===== config.mk =====
export PLATFORM = sky130hd
export DESIGN_NAME = id_ex_stage_reg
export DESIGN_NICKNAME = d
export VERILOG_FILES = /design/src/rtl/id_ex_stage_reg.sv
export SDC_FILE = /design/constraint.sdc
export NUM_CORES = 1
export LEC_CHECK = 0
export CORE_MARGIN = 2
export CORE_UTILIZATION = 41
export CTS_CLUSTER_SIZE = 10
export DETAILED_ROUTE_END_ITERATION = 8
export PLACE_DENSITY = 0.91
export RECOVER_POWER = 25
export SLEW_MARGIN = 5
export SYNTH_ARGS = -nofsm -noshare
export SYNTH_HDL_FRONTEND = slang
export SYNTH_SLANG_ARGS = --single-unit

===== constraint.sdc =====
create_clock -name clk_i -period 2.25 [get_ports clk_i]
set_input_delay 0.45 -clock clk_i [delete_from_list [all_inputs] [get_ports clk_i]]
set_output_delay 0.45 -clock clk_i [all_outputs]
set_load 0.1 [all_outputs]

===== src/rtl/id_ex_stage_reg.sv =====
// rtl/id_ex_stage_reg.sv - ID/EX pipeline register with stall, flush and WB-to-capture bypass
//
// Purpose: registers decoded operands and control between ID and EX. On each
// capture the rs/rt values are bypassed from the WB write port when WB writes
// the same (non-zero) register, so the ALU sees current operands one cycle later.
//
// Ports:
//   clk_i, rst_i                 clock, synchronous active-high reset
//   stall_i, flush_i             hold outputs / load a bubble (flush wins over stall)
//   rs/rt_data_i, imm_i          register-file reads and raw immediate
//   rs/rt/rd_addr_i              source and destination register numbers
//   alu_ctrl_i, alu_src_i,
//   reg_dst_i, *_i control       decoded control from ID
//   wb_we_i, wb_addr_i, wb_data_i  WB-stage register-file write port
//   data1_o, data2_o             ALU operands (data2 after ALUSrc select)
//   rt_fwd_o                     bypassed rt value (store data)
//   alu_ctrl_o, wr_addr_o        ALU op and destination after RegDst select
//   rs/rt_addr_o                 source numbers for the forwarding unit
//   reg_write_o .. mem_to_reg_o  pass-through control
//   valid_o                      1 = real instruction, 0 = bubble
module id_ex_stage_reg #(
  parameter int DATA_W = 32,
  parameter int ADDR_W = 5,
  parameter int IMM_W  = 16
) (
  input  logic              clk_i,
  input  logic              rst_i,
  input  logic              stall_i,
  input  logic              flush_i,
  input  logic [DATA_W-1:0] rs_data_i,
  input  logic [DATA_W-1:0] rt_data_i,
  input  logic [IMM_W-1:0]  imm_i,
  input  logic [ADDR_W-1:0] rs_addr_i,
  input  logic [ADDR_W-1:0] rt_addr_i,
  input  logic [ADDR_W-1:0] rd_addr_i,
  input  logic [2:0]        alu_ctrl_i,
  input  logic              alu_src_i,
  input  logic              reg_dst_i,
  input  logic              reg_write_i,
  input  logic              mem_read_i,
  input  logic              mem_write_i,
  input  logic              mem_to_reg_i,
  input  logic              wb_we_i,
  input  logic [ADDR_W-1:0] wb_addr_i,
  input  logic [DATA_W-1:0] wb_data_i,
  output logic [DATA_W-1:0] data1_o,
  output logic [DATA_W-1:0] data2_o,
  output logic [DATA_W-1:0] rt_fwd_o,
  output logic [2:0]        alu_ctrl_o,
  output logic [ADDR_W-1:0] wr_addr_o,
  output logic [ADDR_W-1:0] rs_addr_o,
  output logic [ADDR_W-1:0] rt_addr_o,
  output logic              reg_write_o,
  output logic              mem_read_o,
  output logic              mem_write_o,
  output logic              mem_to_reg_o,
  output logic              valid_o
);

  logic [DATA_W-1:0] data1_q, data1_d;
  logic [DATA_W-1:0] data2_q, data2_d;
  logic [DATA_W-1:0] rt_fwd_q, rt_fwd_d;
  logic [2:0]        alu_ctrl_q, alu_ctrl_d;
  logic [ADDR_W-1:0] wr_addr_q, wr_addr_d;
  logic [ADDR_W-1:0] rs_addr_q, rs_addr_d;
  logic [ADDR_W-1:0] rt_addr_q, rt_addr_d;
  logic              reg_write_q, reg_write_d;
  logic              mem_read_q, mem_read_d;
  logic              mem_write_q, mem_write_d;
  logic              mem_to_reg_q, mem_to_reg_d;
  logic              valid_q, valid_d;

  logic [DATA_W-1:0] rs_eff, rt_eff, imm_ext;
  logic              wb_hit_rs, wb_hit_rt;

  // Register 0 is hard-wired, so a WB write to it must never be bypassed.
  assign wb_hit_rs = wb_we_i && (wb_addr_i != '0) && (wb_addr_i == rs_addr_i);
  assign wb_hit_rt = wb_we_i && (wb_addr_i != '0) && (wb_addr_i == rt_addr_i);
  assign rs_eff    = wb_hit_rs ? wb_data_i : rs_data_i;
  assign rt_eff    = wb_hit_rt ? wb_data_i : rt_data_i;
  assign imm_ext   = {{(DATA_W-IMM_W){imm_i[IMM_W-1]}}, imm_i};

  always_comb begin
    data1_d      = data1_q;
    data2_d      = data2_q;
    rt_fwd_d     = rt_fwd_q;
    alu_ctrl_d   = alu_ctrl_q;
    wr_addr_d    = wr_addr_q;
    rs_addr_d    = rs_addr_q;
    rt_addr_d    = rt_addr_q;
    reg_write_d  = reg_write_q;
    mem_read_d   = mem_read_q;
    mem_write_d  = mem_write_q;
    mem_to_reg_d = mem_to_reg_q;
    valid_d      = valid_q;
    if (flush_i) begin
      // Bubble: everything zero so downstream state is deterministic.
      data1_d      = '0;
      data2_d      = '0;
      rt_fwd_d     = '0;
      alu_ctrl_d   = '0;
      wr_addr_d    = '0;
      rs_addr_d    = '0;
      rt_addr_d    = '0;
      reg_write_d  = 1'b0;
      mem_read_d   = 1'b0;
      mem_write_d  = 1'b0;
      mem_to_reg_d = 1'b0;
      valid_d      = 1'b0;
    end else if (!stall_i) begin
      data1_d      = rs_eff;
      data2_d      = alu_src_i ? imm_ext : rt_eff;
      rt_fwd_d     = rt_eff;
      alu_ctrl_d   = alu_ctrl_i;
      wr_addr_d    = reg_dst_i ? rd_addr_i : rt_addr_i;
      rs_addr_d    = rs_addr_i;
      rt_addr_d    = rt_addr_i;
      reg_write_d  = reg_write_i;
      mem_read_d   = mem_read_i;
      mem_write_d  = mem_write_i;
      mem_to_reg_d = mem_to_reg_i;
      valid_d      = 1'b1;
    end
  end

  always_ff @(posedge clk_i) begin
    if (rst_i) begin
      data1_q      <= '0;
      data2_q      <= '0;
      rt_fwd_q     <= '0;
      alu_ctrl_q   <= '0;
      wr_addr_q    <= '0;
      rs_addr_q    <= '0;
      rt_addr_q    <= '0;
      reg_write_q  <= 1'b0;
      mem_read_q   <= 1'b0;
      mem_write_q  <= 1'b0;
      mem_to_reg_q <= 1'b0;
      valid_q      <= 1'b0;
    end else begin
      data1_q      <= data1_d;
      data2_q      <= data2_d;
      rt_fwd_q     <= rt_fwd_d;
      alu_ctrl_q   <= alu_ctrl_d;
      wr_addr_q    <= wr_addr_d;
      rs_addr_q    <= rs_addr_d;
      rt_addr_q    <= rt_addr_d;
      reg_write_q  <= reg_write_d;
      mem_read_q   <= mem_read_d;
      mem_write_q  <= mem_write_d;
      mem_to_reg_q <= mem_to_reg_d;
      valid_q      <= valid_d;
    end
  end

  assign data1_o      = data1_q;
  assign data2_o      = data2_q;
  assign rt_fwd_o     = rt_fwd_q;
  assign alu_ctrl_o   = alu_ctrl_q;
  assign wr_addr_o    = wr_addr_q;
  assign rs_addr_o    = rs_addr_q;
  assign rt_addr_o    = rt_addr_q;
  assign reg_write_o  = reg_write_q;
  assign mem_read_o   = mem_read_q;
  assign mem_write_o  = mem_write_q;
  assign mem_to_reg_o = mem_to_reg_q;
  assign valid_o      = valid_q;

endmodule


* Yosys cells after proc, flatten, opt, wreduce, memory -nomap -nowiden
Index checks and enable logic that the tools add are counted.
** Cells by class
- Reduce and logical (&&, ||, !) cells :: 5
- Multiplexer cells :: 4
- Equality and inequality tests :: 2
** Operators with widths (number)
- $mux W32 :: 3
- $eq A5 B5 Y1 :: 2
- $mux W5 :: 1
- $reduce_bool A5 Y1 :: 1
- $logic_and A1 B1 Y1 :: 3
- $reduce_or A2 Y1 :: 1
** Word-level totals
- Register bits after elaboration :: 119
- Output and inout bits :: 119
- Logic and storage cells :: 23
- Input port bits :: 146

* Longest topological paths before layout
Gate-level depths: netlist of run 1.
- Depth after elaboration :: 5
- Gate-level depth with buffers :: 7
- Gate-level depth less buffers :: 4

* Worst setup path after synthesis of run 1
Ideal clock, no wire load.
- Path kind :: input to register
- Start :: in wb_addr_i[1]
- End :: reg data2_q[21], in the netlist data2_o[21]
- Data arrival time :: 1.843 ns
- Slack :: 0.285 ns
- Required time :: 2.128 ns
- Path buffers :: 1
- Stages :: 5
- Setup time :: 0.122 ns
- Path through :: or4_4 > o211ai_4 > buf_6 > nor3_1 > a311o_1
** On the way
- Word-level cells in the longest chain between the ends :: 5
- Elaborated cells between the ends (all ways) :: 6
- Classes of those cells :: 1 x eq/ne; 2 x mux; 3 x reduce/logical
** Ends and longest elaborated chain
- start: declaration :: line 44 : input logic [ADDR_W-1:0] wb_addr_i,
- $reduce_bool A5 Y1 :: line 78 : assign wb_hit_rt = wb_we_i && (wb_addr_i != '0) && (wb_addr_i == rt_addr_i);
- $logic_and A1 B1 Y1 :: line 78
- $logic_and A1 B1 Y1 (*) :: line 78
- $mux W32 (*) :: line 80 : assign rt_eff = wb_hit_rt ? wb_data_i : rt_data_i;
- $mux W32 (*) :: line 112 : data2_d = alu_src_i ? imm_ext : rt_eff;
- end signal: assignment :: line 142 : data2_q <= data2_d;
- end: declaration :: line 61 : logic [DATA_W-1:0] data2_q, data2_d;
Every way passes the cells marked *; elsewhere a longest branch is shown, timed or not.
A chain may end at the register's enable or synchronous reset.

* Final worst setup path of run 1
- Start :: in wb_addr_i[2]
- End :: reg data1_q[4], in the netlist data1_o[4]
** On the way
- Word-level cells in the longest chain between the ends :: 4
- Elaborated cells between the ends (all ways) :: 5
- Classes of those cells :: 1 x eq/ne; 1 x mux; 3 x reduce/logical
** Ends and longest elaborated chain
- $reduce_bool A5 Y1 :: line 77 : assign wb_hit_rs = wb_we_i && (wb_addr_i != '0) && (wb_addr_i == rs_addr_i);
- $logic_and A1 B1 Y1 :: line 77
- $logic_and A1 B1 Y1 (*) :: line 77
- $mux W32 (*) :: line 79 : assign rs_eff = wb_hit_rs ? wb_data_i : rs_data_i;
- end signal: assignment :: line 141 : data1_q <= data1_d;
- end: declaration :: line 60 : logic [DATA_W-1:0] data1_q, data1_d;
Marks and branches as above.

==> results.sh, run 1 <==
export IMPL_globalRouteMet2Util_pct=46.5
export IMPL_synth_seq_cells=119
export IMPL_antennaDiodeCount=0
export IMPL_worstPathMaxFanout=10
export IMPL_worst_pin_slew_ns=0.948
export IMPL_utilization_pct=66.3
export IMPL_first_iter_violations=572
export IMPL_cts_buffers=17
export IMPL_design_area_sq_um=8750
export IMPL_clock_power_share_pct=41.4
export IMPL_ys_top_cells_by_count="119 x dfxtp_1, 59 x nor2_1, 55 x a21oi_1, 45 x clkbuf_1, 35 x nand2_1"
export IMPL_clockRootBuffer="clkbuf_16"
export IMPL_stdcell_count=1079
export IMPL_rsz0062_at_grt="no"
export IMPL_maxCapViolations=0
export IMPL_nNetsFinal=1037
export IMPL_p_per_area_nw_per_um2=752
export IMPL_relSlewSlack_pct=36.8
export IMPL_crit_chain="clkdlybuf4s50_1, buf_4, xnor2_1, o2111ai_1, buf_4, or3_1, buf_4, o221a_2"
export IMPL_ctsResizeCount=0
export IMPL_yosysSeqAreaShare_pct=43.1
export IMPL_syn_avg_cell_area_sq_um=8.65
export IMPL_routed_wl_um=20500
export IMPL_critPathTopFamily="buffers and inverters"
export IMPL_cts_tree="built"
export IMPL_hold_violations=0
export IMPL_p_sw_share_pct=31.4
export IMPL_wl_per_cell_um=19.0
export IMPL_worst_path_max_delay_cell="clkdlybuf4s50_1"
export IMPL_grt_max_degree=65
export IMPL_layout_drive_gt1_share_pct=24.1
export IMPL_power_frac_seq_pct=34.2
export IMPL_setup_viol=0
export IMPL_holdPathEnd="valid_o$_SDFFE_PP0N_"
export IMPL_syn_area_sq_um=5530
export IMPL_synth_edff_count=0
export IMPL_critPathBufInv=4
export IMPL_whs_path_depth=2
export IMPL_clockBufferDepth=2
export IMPL_die_y_um=120
export IMPL_die_area_sq_um=14400
export IMPL_initial_core_util_pct=41.9
export IMPL_synth_top_area_cell="dfxtp_1"
export IMPL_io_pins=265
export IMPL_leakagePower_uw=0.00337
export IMPL_clock_skew_ns=0
export IMPL_syn_num_nets=786
export IMPL_hpwl_um=14400
export IMPL_synthDistinctLibCells=32
export IMPL_gr_total_overflow=0
export IMPL_min_period_ns=2.12
export IMPL_critical_path_most_common_cell="buf_4"
export IMPL_period_share_pct=94.1
export IMPL_use_met1_pct=33.5
export IMPL_synth_cells=640
export IMPL_gr_usage_met3_pct=7.37
export IMPL_rows=42
export IMPL_arrival_ns=2.42
export IMPL_power_frac_comb_pct=24.4
export IMPL_hold_class="primary input to flip-flop"
export IMPL_required_ns=2.55
export IMPL_r2r_start="data1_o[21]$_SDFFE_PP0N_"
export IMPL_netlist_top_cells_area="dfxtp_1 43%, o221a_2 5.3%, a311oi_1 5.1%"
export IMPL_grt_pass1_vias=5927
export IMPL_hold_start="stall_i"
export IMPL_vias_per_cell=5.76
export IMPL_insertion_delay_ns=0.41
export IMPL_port_buffers=264
export IMPL_die_x_um=120
export IMPL_cp_slowest_stage_delay_ns=0.41
export IMPL_area_growth_syn_to_layout_pct=58.1
export IMPL_antenna_found_initial=0
export IMPL_final_max_slew_viol_count=0
export IMPL_cts_sinks=119
export IMPL_total_power_uw=6580
export IMPL_yosysMostFrequentCell="dfxtp_1"
export IMPL_ir_drop_v=0.000441
export IMPL_p_int_uw=4510
export IMPL_ff2ff_path_depth=3
export IMPL_crit_path_start_kind="primary input"
export IMPL_placedCellCount=1048
export IMPL_htree_num_levels=4
export IMPL_status="finished, final reports clean"
export IMPL_dr_pass1_iters=6
export IMPL_yosysWarnings=0
export IMPL_path_class="primary input to flip-flop"
export IMPL_cts_hold_buf=0
export IMPL_end_kind="flip-flop"
export IMPL_core_area_sq_um=13200
export IMPL_cp_num_cells=8
export IMPL_grt_pass1_wl_um=31600
export IMPL_yosys_most_used_dff="dfxtp_1"
export IMPL_antenna_left=0
export IMPL_place_area_sq_um=8250
export IMPL_yosysTopAreaCellShare_pct=43.1
export IMPL_fmax_mhz=472
export IMPL_gr_usage_all_layers_pct=28.0
export IMPL_reg2reg_slack_ns=1.40
export IMPL_gp_congestion=0.889
export IMPL_drc=0
export IMPL_top_usage_layer="met2"
export IMPL_rr_endpoint="data1_o[21]$_SDFFE_PP0N_"
export IMPL_route_vias_total=6213
export IMPL_cts_setup_buffers=0
export IMPL_postSynth_asyncResetShare_pct=0
export IMPL_clk_pin_slew_ns=0.05
export IMPL_switching_power_uw=2070
-- state kept, by name, summed over array words and instances, names as in the netlist --
signal        flops
rt_addr_o         5
alu_ctrl_o        3
valid_o           1
data1_o          32
rt_fwd_o         32
data2_o          32
mem_write_o       1
wr_addr_o         5
reg_write_o       1
rs_addr_o         5
mem_to_reg_o      1
mem_read_o        1
-- power groups by stage --
stage / sequential (uW) / clock (uW) / combinational (uW)
finish: 2250 / 2720 / 1610
global route: 2250 / 2860 / 1670
CTS: 2250 / 2750 / 1620
detailed placement: 2290 / 0 / 1610
global placement: 2290 / 0 / 1590
floorplan: 2910 / 0 / 382
-- cell type report --
| class | count | area (sq um) |
|---|---|---|
| clock inverter | 8 | 123 |
| tap | 176 | 220 |
| clock buffer | 23 | 468 |
| timing repair buffer | 303 | 2710 |
| multi-input combinational | 416 | 2720 |
| fill | 1107 | 4440 |
| inverter | 34 | 128 |
| sequential | 119 | 2380 |
-- through the flow --
step	setup WS (ns)	hold slack, ns	TNS [ns]
final	0.132	0.457	0
after global routing	0.0630	0.485	0
after CTS	0.181	0.434	0
after detailed placement	-0.248	0.442	-14.88
after global placement	-0.189	0.437	-11.81
after floorplan	0.285	0.594	0
-- cells in the final DEF (no fill, tap or decap) --
cell type and instances:
clkdlybuf4s50_1 144, dfxtp_1 119, buf_4 110, nor2_1 59, a21oi_1 55, clkbuf_2 36
nand2_1 35, nand3_1 34, inv_1 33, a311oi_1 32, o211ai_1 30, o221a_2 26
o21ai_1 22, mux2i_1 22, nor3_1 17, a311o_1 17, clkbuf_16 17, nand4_1 16
a22oi_1 15, buf_12 13, xnor2_1 10, o21ai_0 10, o221a_1 6, clkbuf_1 4
clkinvlp_4 3, bufinv_16 3, clkinv_2 2, clkbuf_8 2, or4_4 1, o2111ai_1 1
inv_2 1, o21ai_4 1, or3_1 1, or2_0 1, nor4_4 1, o211a_1 1
and4_2 1, o211ai_4 1, nor2b_1 1
-- metal layers --
metal	vias up	wire [um]
met5	-	0
met4	0	590
met3	43	1890
met2	362	9950
met1	2918	8080
li1	2890	-
-- worst max-delay path by stage --
stage                            start                  endpoint  slack, ns
final                     wb_addr_i[2]   data1_o[4]$_SDFFE_PP0N_       0.13
after detailed placement  wb_addr_i[1]   data1_o[4]$_SDFFE_PP0N_      -0.25
after CTS                 wb_addr_i[1]   data1_o[4]$_SDFFE_PP0N_       0.18
after global routing             rst_i  data2_o[28]$_SDFFE_PP0N_       0.06
after global placement    wb_addr_i[1]  data1_o[23]$_SDFFE_PP0N_      -0.19
after floorplan           wb_addr_i[1]  data2_o[21]$_SDFFE_PP0N_       0.29
-- logic make-up (layout without fill, tap and decap cells) --
logic type                Yosys count  in the layout  synth area share [%]
xor gates and xnor gates           10             10                  1.58
DFF                               119            119                  43.1
muxes                              22             22                  3.98
buffers and inverters             105            368                  8.05
AOI/OAI and AO/OA                 217            217                  29.4
and+or+nand+nor                   167            167                  13.9
(Power assumes the default switching activity.)
==> run 2, diff against run 1 <==
--- a/config.mk
+++ b/config.mk
@@ -6,10 +6,10 @@
 export NUM_CORES = 1
 export LEC_CHECK = 0
 export CORE_MARGIN = 2
-export CORE_UTILIZATION = 41
+export CORE_UTILIZATION = 25
 export CTS_CLUSTER_SIZE = 10
 export DETAILED_ROUTE_END_ITERATION = 8
-export PLACE_DENSITY = 0.91
+export PLACE_DENSITY = 0.64
 export RECOVER_POWER = 25
 export SLEW_MARGIN = 5
 export SYNTH_ARGS = -nofsm -noshare
==> results.sh, run 2 (synthesis results as in run 1) <==
export IMPL_leakagePower_uw=0.00338
export IMPL_cp_slowest_stage_delay_ns=0.58
export IMPL_port_buffers=264
export IMPL_core_area_sq_um=21800
export IMPL_whs_ns=0.434
export IMPL_gr_total_overflow=0
export IMPL_worst_path_max_delay_cell="or4_4"
export IMPL_area_growth_syn_to_layout_pct=60.9
export IMPL_cts_hold_buf=0
export IMPL_required_ns=2.60
export IMPL_critPathTopFamily="simple AND/OR/NAND/NOR gates"
export IMPL_crit_path_start_kind="primary input"
export IMPL_maxCapViolations=0
export IMPL_gp_congestion=0.820
export IMPL_status="finished, final reports clean"
export IMPL_period_share_pct=93.3
export IMPL_clockRootBuffer="clkbuf_16"
export IMPL_vias_per_cell=5.05
export IMPL_rsz0062_at_grt="no"
export IMPL_antenna_found_initial=0
export IMPL_end_kind="flip-flop"
export IMPL_stdcell_count=1187
export IMPL_p_per_area_nw_per_um2=740
export IMPL_routed_wl_um=21700
export IMPL_route_vias_total=5996
export IMPL_nNetsFinal=1041
export IMPL_gr_usage_all_layers_pct=18.1
export IMPL_cts_tree="built"
export IMPL_insertion_delay_ns=0.41
export IMPL_top_usage_layer="met2"
export IMPL_ctsResizeCount=0
export IMPL_grt_max_degree=61
export IMPL_drc=0
export IMPL_die_y_um=153
export IMPL_placedCellCount=1156
export IMPL_clk_pin_slew_ns=0.05
export IMPL_cts_sinks=119
export IMPL_cts_setup_buffers=0
export IMPL_final_cell_mix="143 x clkdlybuf4s50_1, 119 x dfxtp_1, 96 x buf_4, 59 x nor2_1, 55 x a21oi_1"
export IMPL_hold_violations=0
export IMPL_io_pins=265
export IMPL_final_common_cell="clkdlybuf4s50_1"
export IMPL_fillers=2194
export IMPL_min_period_ns=2.10
export IMPL_globalRouteMet2Util_pct=28.4
export IMPL_initial_core_util_pct=25.4
export IMPL_layout_drive_gt1_share_pct=24.8
export IMPL_grt_pass1_wl_um=33500
export IMPL_first_iter_violations=305
export IMPL_clockBufferDepth=2
export IMPL_gr_usage_met3_pct=5.32
export IMPL_final_max_slew_viol_count=0
export IMPL_hold_class="primary input to flip-flop"
export IMPL_setup_tns_final_ns=0
export IMPL_fmax_mhz=476
export IMPL_cts_buffers=17
export IMPL_dr_pass1_iters=4
export IMPL_arrival_ns=2.45
export IMPL_critPathBufInv=2
export IMPL_use_met1_pct=23.6
export IMPL_die_x_um=153
export IMPL_htree_num_levels=4
export IMPL_crit_chain="clkdlybuf4s50_1, or4_4, o2111ai_1, or3_1, buf_12, o221a_2"
export IMPL_antennaDiodeCount=0
export IMPL_hpwl_um=15500
export IMPL_ir_drop_v=0.000435
export IMPL_grt_pass1_vias=5793
export IMPL_worstPathMaxFanout=32
export IMPL_antenna_left=0
export IMPL_relSlewSlack_pct=41.2
export IMPL_wl_per_cell_um=18.3
export IMPL_worst_pin_slew_ns=0.883
export IMPL_die_area_sq_um=23300
export IMPL_path_class="primary input to flip-flop"
export IMPL_utilization_pct=40.9
export IMPL_rows=54
export IMPL_clock_skew_ns=0
export IMPL_setup_viol=0
run 2: changes by cell type in the layout (fill, tap and decap cells not counted), sizes merged:
cell,change
buf,-11
clkinv,+2
dlygate4sd3,+1
clkbuf,+11
clkinvlp,+2
clkdlybuf4s50,-1
run 2: per-stage QoR:
stage | power, uW | setup WS [ns] | instance area (sq um)
after floorplan | 3290 | 0.285 | 5530
after global placement | 3930 | -0.232 | 8450
after detailed placement | 3930 | -0.260 | 8450
after CTS | 6700 | 0.176 | 9030
after global routing | 6850 | 0.0706 | 8900
final | 6590 | 0.150 | 8900
run 2: per-layer routing:
layer / share of wire [%] / wire (um)
met3: 7.2 / 1560
met4: 1.9 / 413
met1: 45 / 9730
met5: 0 / 0
met2: 46 / 9980
run 2: layout make-up:
type,count,area (sq um),share of cell area [%]
inverters,34,128,1.43
clock buffers,19,433,4.86
well taps,280,350,3.93
flip-flops and latches,119,2380,26.8
repair buffers,307,2740,30.7
clock inverters,12,155,1.74
multi-input cells,416,2720,30.5
run 2: worst paths after layout:
| check | cells after the start | startpoint | slack, ns | to |
|---|---|---|---|---|
| worst min-delay path | 3 | stall_i | 0.43 | data1_o[19]$_SDFFE_PP0N_ |
| worst max register to register | 3 | data2_o[20]$_SDFFE_PP0N_ | 1.38 | data2_o[20]$_SDFFE_PP0N_ |
| worst max-delay path | 6 | wb_addr_i[1] | 0.15 | data1_o[30]$_SDFFE_PP0N_ |
| worst min register to register | 2 | valid_o$_SDFFE_PP0N_ | 0.45 | valid_o$_SDFFE_PP0N_ |
run 2: worst min-delay path, stage by stage:
cell and delay, ns:
buf_4 0.15, a21oi_1 0.08, o221a_2 0.11
run 2: report_power, final:
part	internal [uW]	leakage [uW]	switching, uW	total, uW
Clock	1730	0.000271	997	2730
Sequential	2200	0.000972	46.8	2240
Combinational	529	0.00214	1090	1620
